<file path="src/rtl/imm_field_encoder_pkg.sv">
`default_nettype none
//==============================================================================
// Module   : imm_field_encoder_pkg
// Brief    : Immediate-select codes, field forms and range helper shared by
//            the immediate encoder, decode-stage extender and control unit.
// Revision : 1.0 - initial release
//==============================================================================
package imm_field_encoder_pkg;

  typedef logic [15:0] word_t;

  // imSrcSelect: bit 3 selects sign extension, bits 2:0 select the field form
  localparam int IMM_SIGNED_BIT = 3;

  localparam logic [3:0] IMM_SEL_U8    = 4'b0000;
  localparam logic [3:0] IMM_SEL_U4    = 4'b0001;
  localparam logic [3:0] IMM_SEL_U5    = 4'b0010;
  localparam logic [3:0] IMM_SEL_U11   = 4'b0011;
  localparam logic [3:0] IMM_SEL_U3    = 4'b0100;
  localparam logic [3:0] IMM_SEL_SHAMT = 4'b0101;
  localparam logic [3:0] IMM_SEL_S8    = 4'b1000;
  localparam logic [3:0] IMM_SEL_S4    = 4'b1001;
  localparam logic [3:0] IMM_SEL_S5    = 4'b1010;
  localparam logic [3:0] IMM_SEL_S11   = 4'b1011;
  localparam logic [3:0] IMM_SEL_S3    = 4'b1100;

  localparam logic [2:0] IMM_FORM_LO8  = 3'b000;
  localparam logic [2:0] IMM_FORM_LO4  = 3'b001;
  localparam logic [2:0] IMM_FORM_LO5  = 3'b010;
  localparam logic [2:0] IMM_FORM_LO11 = 3'b011;
  localparam logic [2:0] IMM_FORM_MID3 = 3'b100;
  localparam logic [2:0] IMM_FORM_SHFT = 3'b101;

  typedef struct packed {
    word_t instr;
    logic  fits;
  } packResult_t;

  // Signed: every bit from W-1 upward must equal the sign; unsigned: bits W+ zero
  function automatic logic fitsInWidth(input word_t imm, input int unsigned w,
                                       input logic isSigned);
    logic signed [15:0] sImm;
    word_t              upper;
    sImm = $signed(imm);
    if (isSigned) begin
      upper = sImm >>> (w - 1);
      return (upper == '0) || (upper == '1);
    end
    return (imm >> w) == '0;
  endfunction

endpackage
`default_nettype wire

</file>
<file path="src/rtl/imm_field_encoder_if.sv">
`default_nettype none
//==============================================================================
// Module   : imm_field_encoder_if
// Brief    : Request (valid/ready) and result (valid/ready) bus of the
//            immediate field encoder.
// Revision : 1.0 - initial release
//==============================================================================
interface imm_field_encoder_if;
  import imm_field_encoder_pkg::*;

  logic       in_valid;
  logic       in_ready;
  logic [3:0] in_sel;
  word_t      in_template;
  word_t      in_imm;
  logic       out_valid;
  logic       out_ready;
  word_t      out_instruction;
  logic       out_fits;

  modport master (
    output in_valid, in_sel, in_template, in_imm, out_ready,
    input  in_ready, out_valid, out_instruction, out_fits
  );

  modport slave (
    input  in_valid, in_sel, in_template, in_imm, out_ready,
    output in_ready, out_valid, out_instruction, out_fits
  );
endinterface
`default_nettype wire

</file>
<file path="src/rtl/imm_field_pack.sv">
`default_nettype none
//==============================================================================
// Module   : imm_field_pack
// Brief    : Combinational insert of an operand into the immediate field
//            selected by imSrcSelect, with exact-representability flag.
// Revision : 1.0 - initial release
//==============================================================================
module imm_field_pack
  import imm_field_encoder_pkg::*;
(
  input  logic [3:0] i_sel,
  input  word_t      i_template,
  input  word_t      i_imm,
  output word_t      o_instr,
  output logic       o_fits
);

  logic w_isSigned;
  assign w_isSigned = i_sel[IMM_SIGNED_BIT];

  // A value that does not fit leaves the template untouched
  always_comb begin
    o_instr = i_template;
    o_fits  = 1'b0;
    case (i_sel[2:0])
      IMM_FORM_LO8: begin
        if (fitsInWidth(i_imm, 8, w_isSigned)) begin
          o_fits       = 1'b1;
          o_instr[7:0] = i_imm[7:0];
        end
      end
      IMM_FORM_LO4: begin
        if (fitsInWidth(i_imm, 4, w_isSigned)) begin
          o_fits       = 1'b1;
          o_instr[3:0] = i_imm[3:0];
        end
      end
      IMM_FORM_LO5: begin
        if (fitsInWidth(i_imm, 5, w_isSigned)) begin
          o_fits       = 1'b1;
          o_instr[4:0] = i_imm[4:0];
        end
      end
      IMM_FORM_LO11: begin
        if (fitsInWidth(i_imm, 11, w_isSigned)) begin
          o_fits        = 1'b1;
          o_instr[10:0] = i_imm[10:0];
        end
      end
      IMM_FORM_MID3: begin
        if (fitsInWidth(i_imm, 3, w_isSigned)) begin
          o_fits       = 1'b1;
          o_instr[4:2] = i_imm[2:0];
        end
      end
      IMM_FORM_SHFT: begin
        // Shift counts 1..8; a count of 8 is carried as field value 000
        if (!w_isSigned) begin
          if ((i_imm >= 16'd1) && (i_imm <= 16'd7)) begin
            o_fits       = 1'b1;
            o_instr[4:2] = i_imm[2:0];
          end else if (i_imm == 16'd8) begin
            o_fits       = 1'b1;
            o_instr[4:2] = 3'b000;
          end
        end
      end
      default: begin
        o_instr = i_template;
        o_fits  = 1'b0;
      end
    endcase
  end

endmodule
`default_nettype wire

</file>
<file path="src/rtl/imm_field_encoder.sv">
`default_nettype none
//==============================================================================
// Module   : imm_field_encoder
// Brief    : Immediate field encoder with 2-entry result buffer and
//            saturating range-error counter.
// Revision : 1.0 - initial release
//==============================================================================
module imm_field_encoder
  import imm_field_encoder_pkg::*;
#(
  parameter int DEPTH = 2,
  parameter int ERR_W = 8
) (
  input  logic             clk,
  input  logic             rst,
  imm_field_encoder_if.slave bus,
  input  logic             clr_err,
  output logic [ERR_W-1:0] err_count,
  output logic             err_sticky
);

  localparam logic [1:0]       c_FULL    = 2'(DEPTH);
  localparam logic [ERR_W-1:0] c_ERR_MAX = '1;

  word_t       w_packInstr;
  logic        w_packFits;
  logic        w_push;
  logic        w_pop;

  packResult_t r_mem [DEPTH];
  logic        r_wrPtr;
  logic        r_rdPtr;
  logic [1:0]  r_count;
  logic [ERR_W-1:0] r_errCount;
  logic        r_errSticky;

  imm_field_pack u_pack (
    .i_sel      (bus.in_sel),
    .i_template (bus.in_template),
    .i_imm      (bus.in_imm),
    .o_instr    (w_packInstr),
    .o_fits     (w_packFits)
  );

  // Ready comes only from the registered count: a full buffer refuses even
  // when the head is popped in the same cycle
  assign bus.in_ready        = (r_count < c_FULL);
  assign bus.out_valid       = (r_count != 2'd0);
  assign bus.out_instruction = r_mem[r_rdPtr].instr;
  assign bus.out_fits        = r_mem[r_rdPtr].fits;

  assign w_push = bus.in_valid && bus.in_ready;
  assign w_pop  = bus.out_valid && bus.out_ready;

  always_ff @(posedge clk) begin
    if (rst) begin
      r_wrPtr <= 1'b0;
      r_rdPtr <= 1'b0;
      r_count <= 2'd0;
      for (int i = 0; i < DEPTH; i++) begin
        r_mem[i] <= '0;
      end
    end else begin
      if (w_push) begin
        r_mem[r_wrPtr] <= '{instr: w_packInstr, fits: w_packFits};
        r_wrPtr        <= ~r_wrPtr;
      end
      if (w_pop) begin
        r_rdPtr <= ~r_rdPtr;
      end
      case ({w_push, w_pop})
        2'b10:   r_count <= r_count + 2'd1;
        2'b01:   r_count <= r_count - 2'd1;
        default: r_count <= r_count;
      endcase
    end
  end

  // Clear takes priority over a coincident out-of-range push
  always_ff @(posedge clk) begin
    if (rst || clr_err) begin
      r_errCount  <= '0;
      r_errSticky <= 1'b0;
    end else if (w_push && !w_packFits) begin
      if (r_errCount != c_ERR_MAX) begin
        r_errCount <= r_errCount + 1'b1;
      end
      r_errSticky <= 1'b1;
    end
  end

  assign err_count  = r_errCount;
  assign err_sticky = r_errSticky;

endmodule
`default_nettype wire

</file>
<file path="src/flat_wrapper.sv">
// flat-port wrapper written by rule: the top's interface ports become plain ports
module imm_field_encoder_flat import imm_field_encoder_pkg::*;
#(
  parameter int DEPTH = 2,
  parameter int ERR_W = 8
)
  (clk, rst, clr_err, err_count, err_sticky, bus_in_valid, bus_in_sel, bus_in_template, bus_in_imm, bus_out_ready, bus_in_ready, bus_out_valid, bus_out_instruction, bus_out_fits);
  imm_field_encoder_if bus_i ();
  input  logic clk;
  input  logic rst;
  input  logic clr_err;
  output logic [ERR_W-1:0] err_count;
  output logic err_sticky;
  input wire logic [$bits(bus_i.in_valid)-1:0] bus_in_valid;
  input wire logic [$bits(bus_i.in_sel)-1:0] bus_in_sel;
  input wire logic [$bits(bus_i.in_template)-1:0] bus_in_template;
  input wire logic [$bits(bus_i.in_imm)-1:0] bus_in_imm;
  input wire logic [$bits(bus_i.out_ready)-1:0] bus_out_ready;
  output wire logic [$bits(bus_i.in_ready)-1:0] bus_in_ready;
  output wire logic [$bits(bus_i.out_valid)-1:0] bus_out_valid;
  output wire logic [$bits(bus_i.out_instruction)-1:0] bus_out_instruction;
  output wire logic [$bits(bus_i.out_fits)-1:0] bus_out_fits;
  assign bus_i.in_valid = bus_in_valid;
  assign bus_i.in_sel = bus_in_sel;
  assign bus_i.in_template = bus_in_template;
  assign bus_i.in_imm = bus_in_imm;
  assign bus_i.out_ready = bus_out_ready;
  assign bus_in_ready = bus_i.in_ready;
  assign bus_out_valid = bus_i.out_valid;
  assign bus_out_instruction = bus_i.out_instruction;
  assign bus_out_fits = bus_i.out_fits;
  imm_field_encoder #(.DEPTH(DEPTH), .ERR_W(ERR_W)) u_core (.clk(clk), .rst(rst), .bus(bus_i), .clr_err(clr_err), .err_count(err_count), .err_sticky(err_sticky));
endmodule
</file>
<file path="config.mk">
export PLATFORM = sky130hd
export DESIGN_NAME = imm_field_encoder_flat
export DESIGN_NICKNAME = d
export VERILOG_FILES = /design/src/rtl/imm_field_encoder_pkg.sv /design/src/rtl/imm_field_encoder_if.sv /design/src/rtl/imm_field_pack.sv /design/src/rtl/imm_field_encoder.sv /design/src/flat_wrapper.sv
export SDC_FILE = /design/constraint.sdc
export NUM_CORES = 1
export LEC_CHECK = 0
export ABC_AREA = 0
export BUFFER_PORTS_ARGS = -buffer_cell sky130_fd_sc_hd__buf_4
export CORE_AREA = 2 2 91 93
export CTS_CLUSTER_DIAMETER = 40
export CTS_CLUSTER_SIZE = 24
export DETAILED_ROUTE_END_ITERATION = 10
export DIE_AREA = 0 0 93 95
export PLACE_DENSITY = 0.56
export SLEW_MARGIN = 0
export SYNTH_ARGS = -nofsm -noshare
export SYNTH_HDL_FRONTEND = slang
export SYNTH_SLANG_ARGS = --single-unit
</file>
<file path="constraint.sdc">
create_clock -name clk -period 2.2 [get_ports clk]
set_input_delay 0.33 -clock clk [delete_from_list [all_inputs] [get_ports clk]]
set_output_delay 0.33 -clock clk [all_outputs]
set_load 0.005 [all_outputs]
</file>
==> metrics.csv <==
metric,value,unit
Num CTS Buffers,5,
post-synth top area share,38.0,%
Synth Register Bits,48,
global-route wire length before repair,10600,µm
register share of total power,43.8,%
Synth Cell Area,2690,µm²
Ant. Diodes,0,
core region area,7930,µm²
CTS tree,yes,
DRT iter0 DRCs,122,
Via-to-Cell Ratio,5.03,
Inst Count DP,455,
Total Power,0.00272,W
HPWL Detailed,5130,µm
Worst-Skew Late Latency,0.30,ns
Slew headroom,59.8,%
worst path required time,2.37,ns
Worst Path Arrival,2.22,ns
initial antenna violation count,0,
nets,400,
Worst path slowest cell,or4_1,
"Async S/R FF share, synth",0,%
CTS max path bufs,2,
yosys warns,0,
Worst Setup Start Kind,primary input,
"Avg Cell Area, Syn",10.4,µm²
final hold slack,0.286,ns
DRC,0,
"commonest cells after routing, fill and taps aside","103 x buf_4, 34 x edfxtp_1, 30 x nor2_1",
Worst IR Drop VDD,314,µV
GRT Overall Usage,15.2,%
drt first pass iters,4,
Synth area leaders,"edfxtp_1 38%, dfxtp_1 10%, mux2_2 7.1%",
port buffer count,68,
status,"complete, no violations",
Final Max Tran Viols,0,
CTS Sinks,48,
switching share of power,27.9,%
layout cells sized above 1,40.2,%
register area share after synthesis,48.4,%
RSZ-0062 raised after global routing,false,
Detail Route Antenna Nets,0,
clk_skew,0.00752,ns
grt ovf,0,
switching pwr,0.000760,W
Placed Instance Area,3550,µm²
clock share of power,23.9,%
most common library cell in the layout ignoring fill and taps,buf_4,
post-synth net total,302,
Fill cells,778,
Via Count,2327,
Ports,69,
Final WS setup,0.155,ns
CP dominant cell by count,buf_4,
Setup Viol. Count Final,0,
DIE HEIGHT,95,µm
P_int,0.00196,W
max cap viols,0,
Post-synth top flop,edfxtp_1,
largest net degree at the start of global routing,18,
largest area contributor in the netlist,edfxtp_1,
Die X,93,µm
crit-path cells,buf_4 > nor4_1 > buf_4 > nand4b_1 > or4_1 > o21ai_1 > nand3_1 > o22ai_1 > a31o_1,
Tightest Pin Transition,0.600,ns
initial core utilization,33.9,%
CP Max Fanout,5,
Setup crit end kind,register,
PD cells,740,nW/µm²
routed wire length per instance,14.5,µm
final instance count without filler cells,463,
Final Hold Vio Count,0,
Tcrit/Tclk final,92.9,%
Area Overhead vs Synth,36.8,%
combinational share of power,32.3,%
Post-synth EDFFs,34,
Worst path max stage delay,0.55,ns
Root Driver,clkbuf_8,
CTS HTree Levels,2,
final wirelength,6730,µm
routability cong.,0.823,
WS Path Type,primary input to register,
HP Class,primary input to register,
vias in the first global route,2176,
CTS clock-pin slew for the worst setup and hold paths,0.09,ns
final worst path period need,2.04,ns
Cells after Synth,259,
Yosys cell types,56,
Placement Setup Slack,-0.161,ns
DIE AREA,8840,µm²
fin area,3680,µm²
# rows,33,
Max Clk Rate,0.489,GHz
Lkg Pwr,1.50,nW
layout make-up:
class	count	area, µm²	share of cell area [%]
flip-flops and latches	48	1300	35.4
multi-input cells	194	1340	36.4
clock inverters	3	46.3	1.26
repair buffers	103	773	21.0
inverters	5	18.8	0.510
clock buffers	5	68.8	1.87
well taps	105	131	3.57
flip-flops by register name (all words and copies together) (netlist names), named ones only:
name	count
u_core.r_mem	34
u_core.err_count	8
u_core.r_count	2
u_core.err_sticky	1
u_core.r_rdPtr	1
u_core.r_wrPtr	1
path summary, 6_finish.rpt:
kind | depth (start not counted) | endpoint | startpoint | slack, ns
worst min-delay path | 2 | u_core.r_count[1] | rst | 0.29
worst max-delay path | 9 | u_core.r_mem[0][3] | bus_in_imm[9] | 0.16
worst min register to register | 1 | u_core.err_sticky | u_core.err_sticky | 0.49
worst max register to register | 7 | u_core.err_count[7] | u_core.err_count[5] | 0.16
per-stage QoR:
step,TNS (ns),utilization (%)
2_1_floorplan,0,-
3_3_place_gp,-2.59,44.8
3_5_place_dp,-2.36,44.8
4_1_cts,0,46.2
5_1_grt,0,46.4
6_report,0,46.4
cell families (layout without fill, tap and decap cells):
kind of cell	count (synthesis)	in the layout	share of synthesized area, %
muxes	25	25	10.1
xor gates and xnor gates	4	4	1.30
adders and majority gates	2	2	0.931
buffers and inverters	17	116	2.93
DFF	48	48	48.4
and+or+nand+nor	116	116	23.3
AOI/OAI and AO/OA	47	47	13.0
critical path, delay by kind of cell:
kind,cells,cell delay (ns)
AND/OR/NAND/NOR,4,1.19
AO/OA/AOI/OAI,3,0.43
buffers and inverters,2,0.28
power by group through the flow:
stage	Combinational, W	Clock, W	Sequential (W)
2_1_floorplan	0.000480	0	0.00119
3_3_place_gp	0.000882	0	0.00121
3_5_place_dp	0.000885	0	0.00121
4_1_cts	0.000891	0.000669	0.00119
5_1_grt	0.000971	0.000693	0.00121
6_report	0.000878	0.000651	0.00119
timing repair:
action / CTS / global route
gates resized for setup: 0 / 3
hold buffers: 0 / 0
setup endpoints to repair: 0 / 3
endpoints found under the hold margin: 0 / 0
buffers inserted: 0 / 0
synthesized netlist by cell type, types with 7 or more instances:
cell	n
dfxtp_1	14
mux2_2	17
nor2_1	30
clkbuf_1	9
and3_1	7
nor4_1	8
a21oi_1	9
nand3_1	12
and2_1	11
mux2i_1	8
nand2_1	13
nor3_1	7
edfxtp_1	34
routing by layer:
metal  up-vias  share of wire [%]  track usage, %
li1       1175                  -               -
met1      1103                 44            19.5
met2        44                 51            26.8
met3         5                3.7            2.47
met4         0               0.83            3.55
met5         -                  0               0
Power figures use the tool's default switching activity.
